### src/rtl/idct_zigzag_loader.sv
`default_nettype none
// ============================================================================
// Module   : idct_zigzag_loader
// Brief    : Zigzag-to-raster coefficient loader with ping-pong banks feeding
//            a 64-lane IDCT input bus. Optional end-of-block input under the
//            IDCT_LOADER_EOB_EN macro.
// Revision : 1.0 - initial release
// ============================================================================
module idct_zigzag_loader #(
    parameter int DATA_W = 16
) (
    input  logic                 clk,
    input  logic                 rst_n,
    input  logic [DATA_W-1:0]    coef_in,
    input  logic                 coef_valid,
    output logic                 coef_ready,
`ifdef IDCT_LOADER_EOB_EN
    input  logic                 coef_eob,
`endif
    output logic [64*DATA_W-1:0] blk_out,
    output logic                 blk_valid,
    input  logic                 blk_ready,
    output logic [15:0]          blk_count
);

    typedef enum logic [1:0] {
        ST_EMPTY   = 2'd0,
        ST_FILLING = 2'd1,
        ST_FULL    = 2'd2
    } bank_state_t;

    // Zigzag scan position -> natural row-major lane index.
    localparam logic [5:0] c_zigzag [64] = '{
        6'd0,  6'd1,  6'd8,  6'd16, 6'd9,  6'd2,  6'd3,  6'd10,
        6'd17, 6'd24, 6'd32, 6'd25, 6'd18, 6'd11, 6'd4,  6'd5,
        6'd12, 6'd19, 6'd26, 6'd33, 6'd40, 6'd48, 6'd41, 6'd34,
        6'd27, 6'd20, 6'd13, 6'd6,  6'd7,  6'd14, 6'd21, 6'd28,
        6'd35, 6'd42, 6'd49, 6'd56, 6'd57, 6'd50, 6'd43, 6'd36,
        6'd29, 6'd22, 6'd15, 6'd23, 6'd30, 6'd37, 6'd44, 6'd51,
        6'd58, 6'd59, 6'd52, 6'd45, 6'd38, 6'd31, 6'd39, 6'd46,
        6'd53, 6'd60, 6'd61, 6'd54, 6'd47, 6'd55, 6'd62, 6'd63
    };

    logic [DATA_W-1:0] r_bank [2][64];
    bank_state_t       r_state [2];
    logic              r_wr_bank;
    logic              r_rd_bank;
    logic [5:0]        r_wr_idx;
    logic [15:0]       r_blk_count;
    logic              r_active;

    logic w_accept;
    logic w_drain;
    logic w_eob;
    logic w_last;

`ifdef IDCT_LOADER_EOB_EN
    assign w_eob = coef_eob;
`else
    assign w_eob = 1'b0;
`endif

    // r_active keeps coef_ready low while reset is held and releases it one cycle later.
    assign coef_ready = r_active & (r_state[r_wr_bank] != ST_FULL);
    assign blk_valid  = (r_state[r_rd_bank] == ST_FULL);
    assign blk_count  = r_blk_count;

    assign w_accept = coef_valid & coef_ready;
    assign w_drain  = blk_valid & blk_ready;
    assign w_last   = (r_wr_idx == 6'd63) | w_eob;

    // Accept targets a non-FULL bank and drain a FULL one, so they never collide.
    always_ff @(posedge clk) begin
        if (!rst_n) begin
            r_bank[0]   <= '{default: '0};
            r_bank[1]   <= '{default: '0};
            r_state[0]  <= ST_EMPTY;
            r_state[1]  <= ST_EMPTY;
            r_wr_bank   <= 1'b0;
            r_rd_bank   <= 1'b0;
            r_wr_idx    <= 6'd0;
            r_blk_count <= 16'd0;
            r_active    <= 1'b0;
        end else begin
            r_active <= 1'b1;
            if (w_drain) begin
                r_bank[r_rd_bank]  <= '{default: '0};
                r_state[r_rd_bank] <= ST_EMPTY;
                r_rd_bank          <= ~r_rd_bank;
                r_blk_count        <= r_blk_count + 16'd1;
            end
            if (w_accept) begin
                r_bank[r_wr_bank][c_zigzag[r_wr_idx]] <= coef_in;
                if (w_last) begin
                    r_state[r_wr_bank] <= ST_FULL;
                    r_wr_idx           <= 6'd0;
                    r_wr_bank          <= ~r_wr_bank;
                end else begin
                    r_state[r_wr_bank] <= ST_FILLING;
                    r_wr_idx           <= r_wr_idx + 6'd1;
                end
            end
        end
    end

    generate
        for (genvar k = 0; k < 64; k++) begin : g_lane
            assign blk_out[k*DATA_W +: DATA_W] = r_bank[r_rd_bank][k];
        end
    endgenerate

endmodule
`default_nettype wire
### config.mk
export PLATFORM = sky130hd
export DESIGN_NAME = idct_zigzag_loader
export DESIGN_NICKNAME = d
export VERILOG_FILES = /design/src/rtl/idct_zigzag_loader.sv
export SDC_FILE = /design/constraint.sdc
export NUM_CORES = 2
export LEC_CHECK = 0
export ABC_AREA = 1
export CORE_MARGIN = 3
export CORE_UTILIZATION = 40
export CTS_CLUSTER_SIZE = 25
export DETAILED_ROUTE_END_ITERATION = 16
export PLACE_DENSITY = 0.7
export SETUP_SLACK_MARGIN = 0.05
export SYNTH_ARGS = -nofsm -noshare
export SYNTH_HDL_FRONTEND = slang
export SYNTH_SLANG_ARGS = --single-unit
### constraint.sdc
create_clock -name clk -period 8.2 [get_ports clk]
set_input_delay 1.64 -clock clk [delete_from_list [all_inputs] [get_ports clk]]
set_output_delay 1.64 -clock clk [all_outputs]
set_load 0.02 [all_outputs]
==> tab_implementation.tex <==
\begin{tabular}{lr}
\hline
Metric & Value \\
\hline
\multicolumn{2}{l}{\textbf{Logic synthesis}} \\
\quad Cell variety after synth & 32 \\
\quad Prevailing post-synth register cell & sky130\_fd\_sc\_hd\_\_edfxtp\_1 \\
\quad Portion of the post-synthesis area used by sequential elements & 71.16\% \\
\quad Biggest area consumer among synthesized cells & sky130\_fd\_sc\_hd\_\_edfxtp\_1 \\
\quad Post-Syn Nets & 6351 \\
\quad Synthesized instance count & approximately 6300 \\
\quad Cell types with the largest area share after synthesis & sky130\_fd\_sc\_hd\_\_edfxtp\_1 (71\%), sky130\_fd\_sc\_hd\_\_mux2\_2 (13\%), sky130\_fd\_sc\_hd\_\_nor2\_1 (9.0\%), sky130\_fd\_sc\_hd\_\_clkbuf\_1 (1.7\%), sky130\_fd\_sc\_hd\_\_nand2\_1 (1.1\%) \\
\quad Synthesized flop and latch total & 2079 \\
\quad Mapped Avg Cell Area & 13.83 sq um \\
\quad Number of synthesized flops with an enable pin & 2052 \\
\quad Share of flip-flops with an asynchronous set or reset & 0\% \\
\quad Leading cell type by number of instances after synthesis & sky130\_fd\_sc\_hd\_\_nor2\_1 \\
\quad Fraction of synthesized cell area taken by the top area cell type & 70.54\% \\
\quad Synthesized area & between 80000 and 90000 sq um \\
\quad Most frequent cells after synthesis & sky130\_fd\_sc\_hd\_\_nor2\_1 (2100), sky130\_fd\_sc\_hd\_\_edfxtp\_1 (2052), sky130\_fd\_sc\_hd\_\_mux2\_2 (1024) \\
\quad Number of warnings printed during yosys synthesis & 0 \\
\multicolumn{2}{l}{\textbf{Route}} \\
\quad DRT antenna net count & 0 \\
\quad 1st-iter DRT viols & 6830 \\
\quad Wire length per cell & 28.66 um \\
\quad Total via count in the routed design & 55400 \\
\quad Count of unresolved DRC violations after routing & 0 \\
\quad Detailed-router iteration count before antenna repair & 5 \\
\quad Drt via density & between 5 and 6 \\
\quad Total length of routed wires & 290700 um \\
\multicolumn{2}{l}{\textbf{Clock tree}} \\
\quad TritonCTS Buffers & 208 \\
\quad Number of setup buffers added after CTS & 0 \\
\quad Buffer depth of the longest clock path & 3 \\
\quad Resized Gates After CTS & 0 \\
\quad Count of hold buffers inserted by post-cts repair & 0 \\
\quad \# H-tree levels & 4 \\
\quad CTS Root Buffer Type & sky130\_fd\_sc\_hd\_\_clkbuf\_16 \\
\quad Clock net sink count & slightly above 2000 \\
\quad Clock input transition at the sequential cells of the worst setup and hold paths & 60 ps \\
\quad Clock latency of the later-clocked register in the worst-skew pair & 870 ps \\
\quad TritonCTS clock tree & done \\
\multicolumn{2}{l}{\textbf{Floorplan}} \\
\quad Placement Rows & 170 \\
\quad I/O Pins & 1062 \\
\quad Die outline width & 473.3 um \\
\quad Height of the die & 473.3 um \\
\quad Initial Util & 40.46\% \\
\quad Floorplan Core Area & 215900 sq um \\
\quad Area enclosed by the die boundary & between 200000 and 250000 sq um \\
\multicolumn{2}{l}{\textbf{Timing}} \\
\quad Actual transition at the worst max-transition pin & 1187 ps \\
\quad Highest Clock Rate & between 150 and 200 MHz \\
\quad Min Tclk post-route & about 5700 ps \\
\quad Skew final & 88.28 ps \\
\quad Relative max-transition margin & between 20\% and 30\% \\
\quad Final WS setup & about 2500 ps \\
\quad Max-slew violation total from the final report & 0 \\
\quad Unrepaired setup endpoints after global routing & no \\
\quad Setup total negative slack & 0 ps \\
\quad Final setup violating endpoints & 0 \\
\quad Final period utilization & 69.55\% \\
\quad Final hold slack & 488.2 ps \\
\quad Final hold violation count & 0 \\
\multicolumn{2}{l}{\textbf{Cells and area}} \\
\quad Number of nets in the final layout & a little over 7000 \\
\quad Share of cells above drive strength 1 & a little over a fifth \\
\quad Area growth from synthesis to final layout & 22.76\% \\
\quad Non-Filler Cell Area, Final & 107200 sq um \\
\quad Antenna cell count & 0 \\
\quad Fill cell instance count of the final layout & 17980 \\
\quad Area used by multi-input combinational logic & 22760 sq um \\
\quad Seq. cell area & between 60000 and 70000 sq um \\
\multicolumn{2}{l}{\textbf{Critical path}} \\
\quad Worst reg2reg path startpoint & r\_wr\_idx[0]\$\_SDFFE\_PN0N\_ \\
\quad Endpoint type of the worst setup path & flop \\
\quad R2R setup slack & 2700 ps \\
\quad Worst reg2reg endpoint & r\_bank[1][752]\$\_SDFFCE\_PN0P\_ \\
\quad Worst setup SP type & input port \\
\quad Critical path endpoint & r\_bank[1][121]\$\_SDFFCE\_PN0P\_ \\
\quad Worst setup path start & rst\_n \\
\quad Crit path max fanout & 17 \\
\quad Data required time of the critical path & 8680 ps \\
\quad Arrival time worst endpoint & $\sim$6000 ps \\
\quad Crit Path Class & in2reg \\
\quad Register-to-Register Path Depth & 11 \\
\multicolumn{2}{l}{\textbf{GRT}} \\
\quad Vias in the first global route & around 53000 \\
\quad Wire length of the first global-routing pass & between 400000 and 500000 um \\
\quad Initial antenna violation count & 10 \\
\quad Total global-route track usage & 25.07\% \\
\quad Gr ovfl total & 0 \\
\quad Largest net degree at the start of global routing & 174 \\
\multicolumn{2}{l}{\textbf{Place}} \\
\quad Count of input and output buffers & 1061 \\
\quad Instance area after placement & 100100 sq um \\
\quad Last weighted congestion value of the routability-driven placer & 0.8765 \\
\quad Worst setup timing slack at the placement stage & between 1500 and 2000 ps \\
\quad DP HPWL & 187800 um \\
\multicolumn{2}{l}{\textbf{Min path}} \\
\quad WHS Path Cells & 2 \\
\quad Path class of the lowest-slack min-delay path & reg2reg \\
\multicolumn{2}{l}{\textbf{Pwr}} \\
\quad Largest voltage drop on the vdd net & 205.1 uV \\
\quad Total power per unit cell area & 234.5 nW/um\^{}2 \\
\quad Pleak & 39.83 nW \\
\multicolumn{2}{l}{\textbf{Flow run}} \\
\quad Max-capacitance violation count & 0 \\
\multicolumn{2}{l}{\textbf{Outcome}} \\
\quad Outcome & finished clean \\
\hline
\end{tabular}
-- area by class of cell --
class / count / share of cell area [%]
Multi-Input combinational cell: 3639 / 21.22
Timing Repair Buffer: 1129 / 10.53
Clock inverter: 138 / 1.596
Inverter: 75 / 0.3466
Sequential cell: 2079 / 57.98
Clock buffer: 248 / 5.014
Tap cell: 2838 / 3.312
-- sequential cells by signal, summed over array words and instances (netlist names), named ones only --
register   cells
r_bank      2048
blk_count     16
r_wr_bank      1
r_active       1
r_wr_idx       6
r_state        4
r_rd_bank      1
-- metal layers --
| metal | part of all wire [%] | wire [um] | vias up | track usage (%) |
|---|---|---|---|---|
| met5 | 0.030 | 86 | - | 0 |
| met4 | 5.6 | 16340 | 14 | 12.43 |
| met3 | 11 | 32520 | 503 | 7.782 |
| met2 | 46 | 134200 | 3221 | 39.39 |
| met1 | 37 | 107500 | 27980 | 31.41 |
| li1 | - | - | 23680 | - |
-- where the power goes --
group / switching, mW / total [mW] / internal, mW
Clock: 4.20 / 9.92 / 5.71
Sequential: 0.147 / 12.3 / 12.1
Combinational: 1.88 / 2.94 / 1.07
Total: 6.23 / 25.1 / 18.9
-- worst min path at each step --
stage,startpoint,to,slack [ps]
finish,r_rd_bank$_SDFFE_PN0P_,flop,490
global route,blk_count[12]$_SDFFE_PN0P_,blk_count[12]$_SDFFE_PN0P_,530
CTS,blk_count[12]$_SDFFE_PN0P_,blk_count[12]$_SDFFE_PN0P_,490
detailed placement,blk_count[13]$_SDFFE_PN0P_,blk_count[13]$_SDFFE_PN0P_,470
global placement,r_rd_bank$_SDFFE_PN0P_,flop,460
floorplan,r_rd_bank$_SDFFE_PN0P_,flop,460
-- critical path, stage by stage --
cell and delay [ps]:
sky130_fd_sc_hd__clkdlybuf4s50_1 920, sky130_fd_sc_hd__clkinv_1 490, sky130_fd_sc_hd__nor2_4 390, sky130_fd_sc_hd__buf_4 490, sky130_fd_sc_hd__nand2_1 190, sky130_fd_sc_hd__nor2_4 440, sky130_fd_sc_hd__buf_4 360, sky130_fd_sc_hd__nand3_1 470
sky130_fd_sc_hd__nand2_1 760
-- kinds of logic after synthesis --
kind of cell,after synthesis,share of synthesized area (%)
AND/OR/NAND/NOR,2557,12.33
buffers and inverters,597,2.809
XOR/XNOR,5,0.05013
flip-flops,2079,71.16
adder cells (fa/ha/maj),16,0.2292
AO/OA/AOI/OAI,37,0.2149
multiplexers,1024,13.20
-- layout by cell type (no fill, tap or decap), types with 4 or more instances in the layout --
cell type | netlist | final
sky130_fd_sc_hd__inv_6 | 0 | 22
sky130_fd_sc_hd__clkinvlp_4 | 0 | 5
sky130_fd_sc_hd__clkinv_1 | 1 | 41
sky130_fd_sc_hd__clkbuf_16 | 0 | 209
sky130_fd_sc_hd__buf_12 | 0 | 13
sky130_fd_sc_hd__xor2_1 | 5 | 5
sky130_fd_sc_hd__nand4_2 | 8 | 8
sky130_fd_sc_hd__inv_1 | 69 | 51
sky130_fd_sc_hd__nor2_1 | 2100 | 2095
sky130_fd_sc_hd__edfxtp_1 | 2052 | 2052
sky130_fd_sc_hd__clkinv_16 | 0 | 6
sky130_fd_sc_hd__clkbuf_1 | 403 | 39
sky130_fd_sc_hd__inv_2 | 5 | 4
sky130_fd_sc_hd__nand3_4 | 45 | 45
sky130_fd_sc_hd__nand3_2 | 39 | 39
sky130_fd_sc_hd__clkinv_8 | 0 | 4
sky130_fd_sc_hd__ha_1 | 16 | 16
sky130_fd_sc_hd__mux2_2 | 1024 | 1024
sky130_fd_sc_hd__nor3_1 | 12 | 12
sky130_fd_sc_hd__a21oi_1 | 17 | 17
sky130_fd_sc_hd__o21ai_0 | 19 | 19
sky130_fd_sc_hd__buf_4 | 14 | 55
sky130_fd_sc_hd__nand3_1 | 59 | 59
sky130_fd_sc_hd__nor2_4 | 9 | 11
sky130_fd_sc_hd__clkdlybuf4s50_1 | 0 | 1061
sky130_fd_sc_hd__clkinv_2 | 0 | 41
sky130_fd_sc_hd__nand2_1 | 262 | 262
sky130_fd_sc_hd__bufinv_16 | 0 | 32
sky130_fd_sc_hd__nand4_1 | 12 | 12
sky130_fd_sc_hd__dfxtp_1 | 27 | 25
sky130_fd_sc_hd__nor2_2 | 4 | 7
-- metrics by stage --
step                      util, %  cells  power, mW
final                       49.67  10150      25.15
after global placement      46.38   9760      15.41
after detailed placement    46.38   9760      15.44
after CTS                   49.67  10150      25.23
after floorplan                 -   6315      13.89
after global routing        49.67  10150      25.78
(Power assumes the default switching activity.)
